<file path="config.mk">
export PLATFORM = sky130hd
export DESIGN_NAME = alu8_core
export DESIGN_NICKNAME = d
export VERILOG_FILES = /design/src/rtl/alu8_core.sv
export SDC_FILE = /design/constraint.sdc
export NUM_CORES = 1
export LEC_CHECK = 0
export BUFFER_PORTS_ARGS = -buffer_cell sky130_fd_sc_hd__buf_2
export CORE_MARGIN = 8
export CORE_UTILIZATION = 35
export CTS_BUF_LIST = sky130_fd_sc_hd__clkbuf_2
export DETAILED_ROUTE_END_ITERATION = 10
export SLEW_MARGIN = 30
export SYNTH_ARGS = -nofsm -noshare
export SYNTH_HDL_FRONTEND = slang
export SYNTH_SLANG_ARGS = --single-unit
export TNS_END_PERCENT = 50
</file>
<file path="constraint.sdc">
create_clock -name clk -period 3.7 [get_ports clk]
set_clock_uncertainty 0.05 [all_clocks]
set_input_delay 0.925 -clock clk [delete_from_list [all_inputs] [get_ports clk]]
set_output_delay 0.925 -clock clk [all_outputs]
set_load 0.05 [all_outputs]
</file>
<file path="src/rtl/alu8_core.sv">
// Sequential 8-bit ALU: signed add/sub, radix-4 Booth signed multiply and
// unsigned restoring divide, sequenced by a four-state control FSM.
module alu8_core (
  input  logic        clk,
  input  logic        rst,
  input  logic        bgn,
  input  logic [1:0]  op,
  input  logic [7:0]  operand1,
  input  logic [7:0]  operand2,
  output logic [15:0] outbus,
  output logic        endd
);

  localparam logic [1:0] OpAdd = 2'b00;
  localparam logic [1:0] OpSub = 2'b01;
  localparam logic [1:0] OpMul = 2'b10;
  localparam logic [1:0] OpDiv = 2'b11;

  typedef enum logic [1:0] {StIdle, StExec, StOut, StDone} state_e;

  state_e      state_q, state_d;
  logic [1:0]  op_q, op_d;
  logic [9:0]  a_q, a_d;
  logic [7:0]  q_q, q_d;
  logic [7:0]  m_q, m_d;
  logic        qm1_q, qm1_d;
  logic [2:0]  cnt_q, cnt_d;
  logic [15:0] outbus_q, outbus_d;
  logic        endd_q, endd_d;

  logic [8:0]  addsub;
  logic [9:0]  m_ext;
  logic [9:0]  booth_term;
  logic [9:0]  booth_sum;
  logic [9:0]  div_shift;
  logic [9:0]  div_diff;

  always_ff @(posedge clk or negedge rst) begin
    if (!rst) begin
      state_q  <= StIdle;
      op_q     <= OpAdd;
      a_q      <= '0;
      q_q      <= '0;
      m_q      <= '0;
      qm1_q    <= 1'b0;
      cnt_q    <= '0;
      outbus_q <= '0;
      endd_q   <= 1'b0;
    end else begin
      state_q  <= state_d;
      op_q     <= op_d;
      a_q      <= a_d;
      q_q      <= q_d;
      m_q      <= m_d;
      qm1_q    <= qm1_d;
      cnt_q    <= cnt_d;
      outbus_q <= outbus_d;
      endd_q   <= endd_d;
    end
  end

  // Datapath arithmetic, shared by the EXEC branches below.
  always_comb begin
    addsub = (op_q == OpSub) ? ({q_q[7], q_q} - {m_q[7], m_q})
                             : ({q_q[7], q_q} + {m_q[7], m_q});
    m_ext  = {{2{m_q[7]}}, m_q};
    booth_term = '0;
    case ({q_q[1:0], qm1_q})
      3'b001, 3'b010: booth_term = m_ext;
      3'b011:         booth_term = m_ext << 1;
      3'b100:         booth_term = -(m_ext << 1);
      3'b101, 3'b110: booth_term = -m_ext;
      default:        booth_term = '0;
    endcase
    booth_sum = a_q + booth_term;
    div_shift = {a_q[8:0], q_q[7]};
    div_diff  = div_shift - {2'b00, m_q};
  end

  always_comb begin
    state_d  = state_q;
    op_d     = op_q;
    a_d      = a_q;
    q_d      = q_q;
    m_d      = m_q;
    qm1_d    = qm1_q;
    cnt_d    = cnt_q;
    outbus_d = outbus_q;
    endd_d   = 1'b0;
    unique case (state_q)
      StIdle: begin
        if (bgn) begin
          op_d  = op;
          a_d   = '0;
          qm1_d = 1'b0;
          cnt_d = '0;
          if (op == OpMul) begin
            m_d = operand1;
            q_d = operand2;
          end else begin
            q_d = operand1;
            m_d = operand2;
          end
          state_d = StExec;
        end
      end
      StExec: begin
        unique case (op_q)
          OpAdd, OpSub: begin
            a_d     = {addsub[8], addsub};
            state_d = StOut;
          end
          OpMul: begin
            // Arithmetic shift of {A, Q, q-1} right by two after the add.
            a_d   = {{2{booth_sum[9]}}, booth_sum[9:2]};
            q_d   = {booth_sum[1:0], q_q[7:2]};
            qm1_d = q_q[1];
            cnt_d = cnt_q + 3'd1;
            if (cnt_q == 3'd3) state_d = StOut;
          end
          OpDiv: begin
            if (div_diff[9]) begin
              a_d = div_shift;
              q_d = {q_q[6:0], 1'b0};
            end else begin
              a_d = div_diff;
              q_d = {q_q[6:0], 1'b1};
            end
            cnt_d = cnt_q + 3'd1;
            if (cnt_q == 3'd7) state_d = StOut;
          end
        endcase
      end
      StOut: begin
        if (op_q == OpAdd || op_q == OpSub) begin
          outbus_d = {{7{a_q[8]}}, a_q[8:0]};
        end else begin
          outbus_d = {a_q[7:0], q_q};
        end
        state_d = StDone;
      end
      StDone: begin
        endd_d  = 1'b1;
        state_d = StIdle;
      end
    endcase
  end

  assign outbus = outbus_q;
  assign endd   = endd_q;

endmodule

</file>
# Word-level counts from Yosys, hierarchy flattened
# Cells that the tools add are included.
# classes
n_reduce_logical	14
n_addsub	7
mux	25
n_eq_ne	21
# op_table
cell	count
10-bit one-hot mux with 4 select lines	1
8-bit one-hot mux with 2 select lines	2
10-bit one-hot mux with 3 select lines	1
8-bit two-way mux	3
10-bit two-way mux	2
10-bit negator	2
10-bit one-hot mux with 2 select lines	1
16-bit two-way mux	1
3-bit == test (second input constant)	4
3-bit AND reduction	4
10-bit adder	1
2-bit == test (second input constant)	5
10-bit by 8-bit subtractor with 10-bit output	1
8-bit by 8-bit adder with 9-bit output	1
3-bit by 2-bit == test with 1-bit output (second input constant)	3
9-bit two-way mux	1
8-bit by 8-bit subtractor with 9-bit output	1
2-bit one-hot mux with 4 select lines	1
2-bit OR reduction	4
2-bit two-way mux	3
3-bit two-way mux	2
3-bit inequality test (second input constant)	2
2-bit one-hot mux with 3 select lines	1
3-bit one-hot mux with 2 select lines	1
12 further kinds	19
# totals
input_bits	21
register_bits	51
out_inout_bits	17
elab_cells	76

# Depth between registers and ports, before layout
# depth
ltp_word	6
mapped_depth	15
ltp_nobuf	15

# Least setup slack after synthesis
# No wires, ideal clock.
# synth_timing
kind	register to register
from	reg m_q[1]
to	reg a_q[9]
path_buffers	0
required_time_ns	3.504
slack_ns	0.297
path_stages_with_launch	15
t_arrival_ns	3.206
synth_period_minus_slack_ns	3.403
setup_time_ns	0.146
cell_sequence	dfrtp_1 inv_1 ha_1 nor3b_4 nand3_1 xnor2_1 a21oi_1 mux4_2 ha_1 a311oi_1 o21ai_0 o211ai_1 a311oi_1 nor2_1 a41oi_2
# synth_via
elab_chain_cells	5
elab_cells_between_ends	11
cone_classes	add/sub (6); mux (5)
# synth_rtl
element	line_no	rtl
from (decl)	25	logic [7:0] m_q, m_d;
from (signal assigned)	54	m_q <= m_d;
10-bit negator, on equally long branches	72, 71	
10-bit one-hot mux with 4 select lines	68	case ({q_q[1:0], qm1_q})
10-bit adder	75	booth_sum = a_q + booth_term;
10-bit one-hot mux with 3 select lines *	108	unique case (op_q)
10-bit one-hot mux with 2 select lines *	90	unique case (state_q)
to (signal assigned)	42	a_q <= '0;
to (signal assigned)	52	a_q <= a_d;
to (decl)	23	logic [9:0] a_q, a_d;
# Mark *: on every way between the ends. The rest lies on a longest branch, timed or not.
# A chain may end at the register's enable or synchronous reset.

# Worst setup path after layout
# Ends and elaborated chain as after synthesis.

==> metrics.md <==
| Metric | Value |
|---|---|
| Critical path fanouts, max | 7 |
| RR Startpoint | m_q[1] |
| Total gr overflow | 0 |
| Synth Cell Area | 4560 um^2 |
| CP Launch Type | register |
| Die Span Y | between 100 and 150 um |
| Post-synthesis register bit count | 51 |
| CP top delay family | compound AO/OA/AOI/OAI gates |
| Drt total wl | between 10000 and 15000 um |
| Syn Inst Count | 565 |
| Via count | about 4.4k |
| CTS buffer count | 5 |
| FF-to-FF setup slack | between 0.2 and 0.3 ns |
| Pre-CTS WS | roughly 0.15 ns |
| Worst min-delay path category | in -> async |
| Status | complete, no violations |
| Total GRT Usage | between 10% and 20% |
| Fraction of registers with async set/reset | 100% |
| Vias per cell | approximately 5.7 |
| Slowest CP cell | dfrtp_2 |
| Critical Path Max Stage Delay | approximately 0.51 ns |
| Clock Tree Buf Depth | 2 |
| Core area | ~13000 um^2 |
| P&R area growth vs syn | 10.5% |
| Setup_tns | 0 ns |
| Maxcap violations | 0 |
| Primary FF master, synth | dfrtp_1 |
| Die X | about 130 um |
| Register-to-Register Path Depth | 14 |
| Worst Setup Slack, final | approximately 0.27 ns |
| Diodes inserted | 0 |
| CP bufs+invs | 1 |
| CP required | 4.05 ns |
| Seq/Total Area, Yosys | between 20 and 30% |
| Detailed Place HPWL | 10900 um |
| FP Rows | 41 |
| RSZ-0062 raised after global routing | no |
| Crit path kind | reg -> reg |
| Worst setup path start | m_q[1] |
| I/O Pins | 38 |
| DRC | 0 |
| NumNets Final | roughly 660 |
| Synth Area per Inst | a little over 8 um^2 |
| Highest Clock Rate | 291 MHz |
| Worst slew pin tran | between 0.7 and 0.8 ns |
| Net Count, Synth | approximately 620 |
| Iteration-0 DRC count of the detailed router | roughly 380 |
| Layout cells sized above 1 | between 10% and 20% |
| Clk root buf | clkbuf_2 |
| Crit path arrival time | about 3.8 ns |
| Final setup fails | 0 |
| CP Capture Type | register |
| Syn. warnings | 0 |
| Critical-path cell list | inv_1, ha_1, nor3b_4, nand3_1, xnor2_2, a21oi_1, mux4_2, ha_4, a211oi_1, o21ai_0, o211ai_1, a311oi_1, nor2_1, a41oi_2 |
| Largest net degree at the start of global routing | 37 |
| Critical path depth in cells | 14 |
| Period minus WS final | about 3.4 ns |
| Gp weighted congestion | 0.923 |
| Number of global-route vias before repair | 4252 |
| DR WL/cell | approximately 18 um |
| Initial Util | ~36% |
| Clock latency on the worst-skew pair | 0.48 ns |
| Clock tree sinks | between 50 and 60 |
| Most common cell after layout, fill and taps aside | nand2_1 |
| Fin crit share | 92.8% |
| Most frequent cells in the layout | 63 x nand2_1, 61 x nor2_1, 57 x o21ai_0 |
| Max-slew headroom | 47.7% |
| EDFF count, synth | 0 |
| H-tree lvl count | 2 |
| Drt first pass iters | 7 |
| Final hold vios | 0 |
| Routed Antenna Nets | 0 |
| Final Max Slew Viols | 0 |
| PortBufs | 37 |
| RR Endpoint | a_q[9] |
| First-pass GRT wire length | about 22000 um |
| Die area | about 17000 um^2 |
| Reg clk slew, reported paths | about 0.34 ns |
| Initial antenna violation count | 0 |
| TritonCTS clock tree | built |
| Synth cell types | 58 |
[registers in the layout, summed over array words and instances (netlist names)]
name,cells
outbus,16
a_q,10
cnt_q,3
q_q,8
m_q,8
qm1_q,1
state_q,2
endd,1
op_q,2
[cells in the mapped netlist (5+ instances only)]
cell type	number	area share, %
a211oi_1	6	0.99
a21oi_1	46	5.0
a221oi_1	5	0.96
buf_2	5	0.55
clkbuf_1	20	1.6
dfrtp_1	51	28
ha_1	35	9.6
inv_1	27	2.2
mux2_2	10	2.5
mux2i_1	26	5.7
nand2_1	63	5.2
nand2b_1	8	1.1
nand3_1	10	1.1
nor2_1	61	5.0
nor2b_1	8	1.1
nor3_1	10	1.1
o211ai_1	9	1.5
o21a_1	9	1.5
o21ai_0	57	6.2
or3_1	5	0.69
xnor2_1	22	4.2
[worst max-delay path by stage]
stage	slack, ns	to
4_1_cts	0.14	a_q[9]
3_3_place_gp	0.30	a_q[9]
5_1_grt	0.04	a_q[7]
2_1_floorplan	0.30	a_q[9]
3_5_place_dp	0.15	a_q[9]
6_report	0.27	a_q[9]
[through the flow]
stage	instance area (um^2)	hold slack, ns	std cells	utilization (%)
after CTS	5010	0.360	769	39.5
final	5040	0.355	770	39.8
after floorplan	4560	0.413	565	-
after detailed placement	4950	0.444	761	39.1
after global routing	5040	0.354	770	39.8
after global placement	4950	0.427	761	39.1
[cells by family after synthesis]
| family | count (synthesis) | synth area share, % |
|---|---|---|
| adders and majority gates | 38 | 10.9 |
| and+or+nand+nor | 180 | 17.9 |
| xor gates and xnor gates | 25 | 4.80 |
| AOI/OAI and AO/OA | 175 | 24.3 |
| muxes | 37 | 8.66 |
| DFF | 51 | 28.0 |
| buffers and inverters | 59 | 5.48 |
[routing by layer]
metal  global-route usage [%]  share of wire, %  wire, um  vias up
met4                     4.64               2.2       304        0
met3                     3.43               6.3       876       28
met5                        0                 0         0        -
met1                     21.5                45      6230     2103
met2                     27.6                47      6590      160
li1                         -                 -         -     2089
[final cells by class]
type | instances | area [um^2]
inverters | 28 | 105
well taps | 172 | 215
clock buffers | 5 | 25.0
multi-input cells | 455 | 3070
fillers | 1290 | 7630
flip-flops and latches | 51 | 1280
repair buffers | 56 | 328
clock inverters | 3 | 27.5
[timing repair]
| action | CTS | global route |
|---|---|---|
| hold endpoints to repair | 0 | 0 |
| resized for setup | 0 | 4 |
| buffers inserted | 0 | 1 |
| setup endpoints to repair | 0 | 3 |
| hold buffers | 0 | 0 |
Power is left out: the tool's default activity adds up to more than one toggle a clock period on the data nets, which glitch-free logic cannot reach.
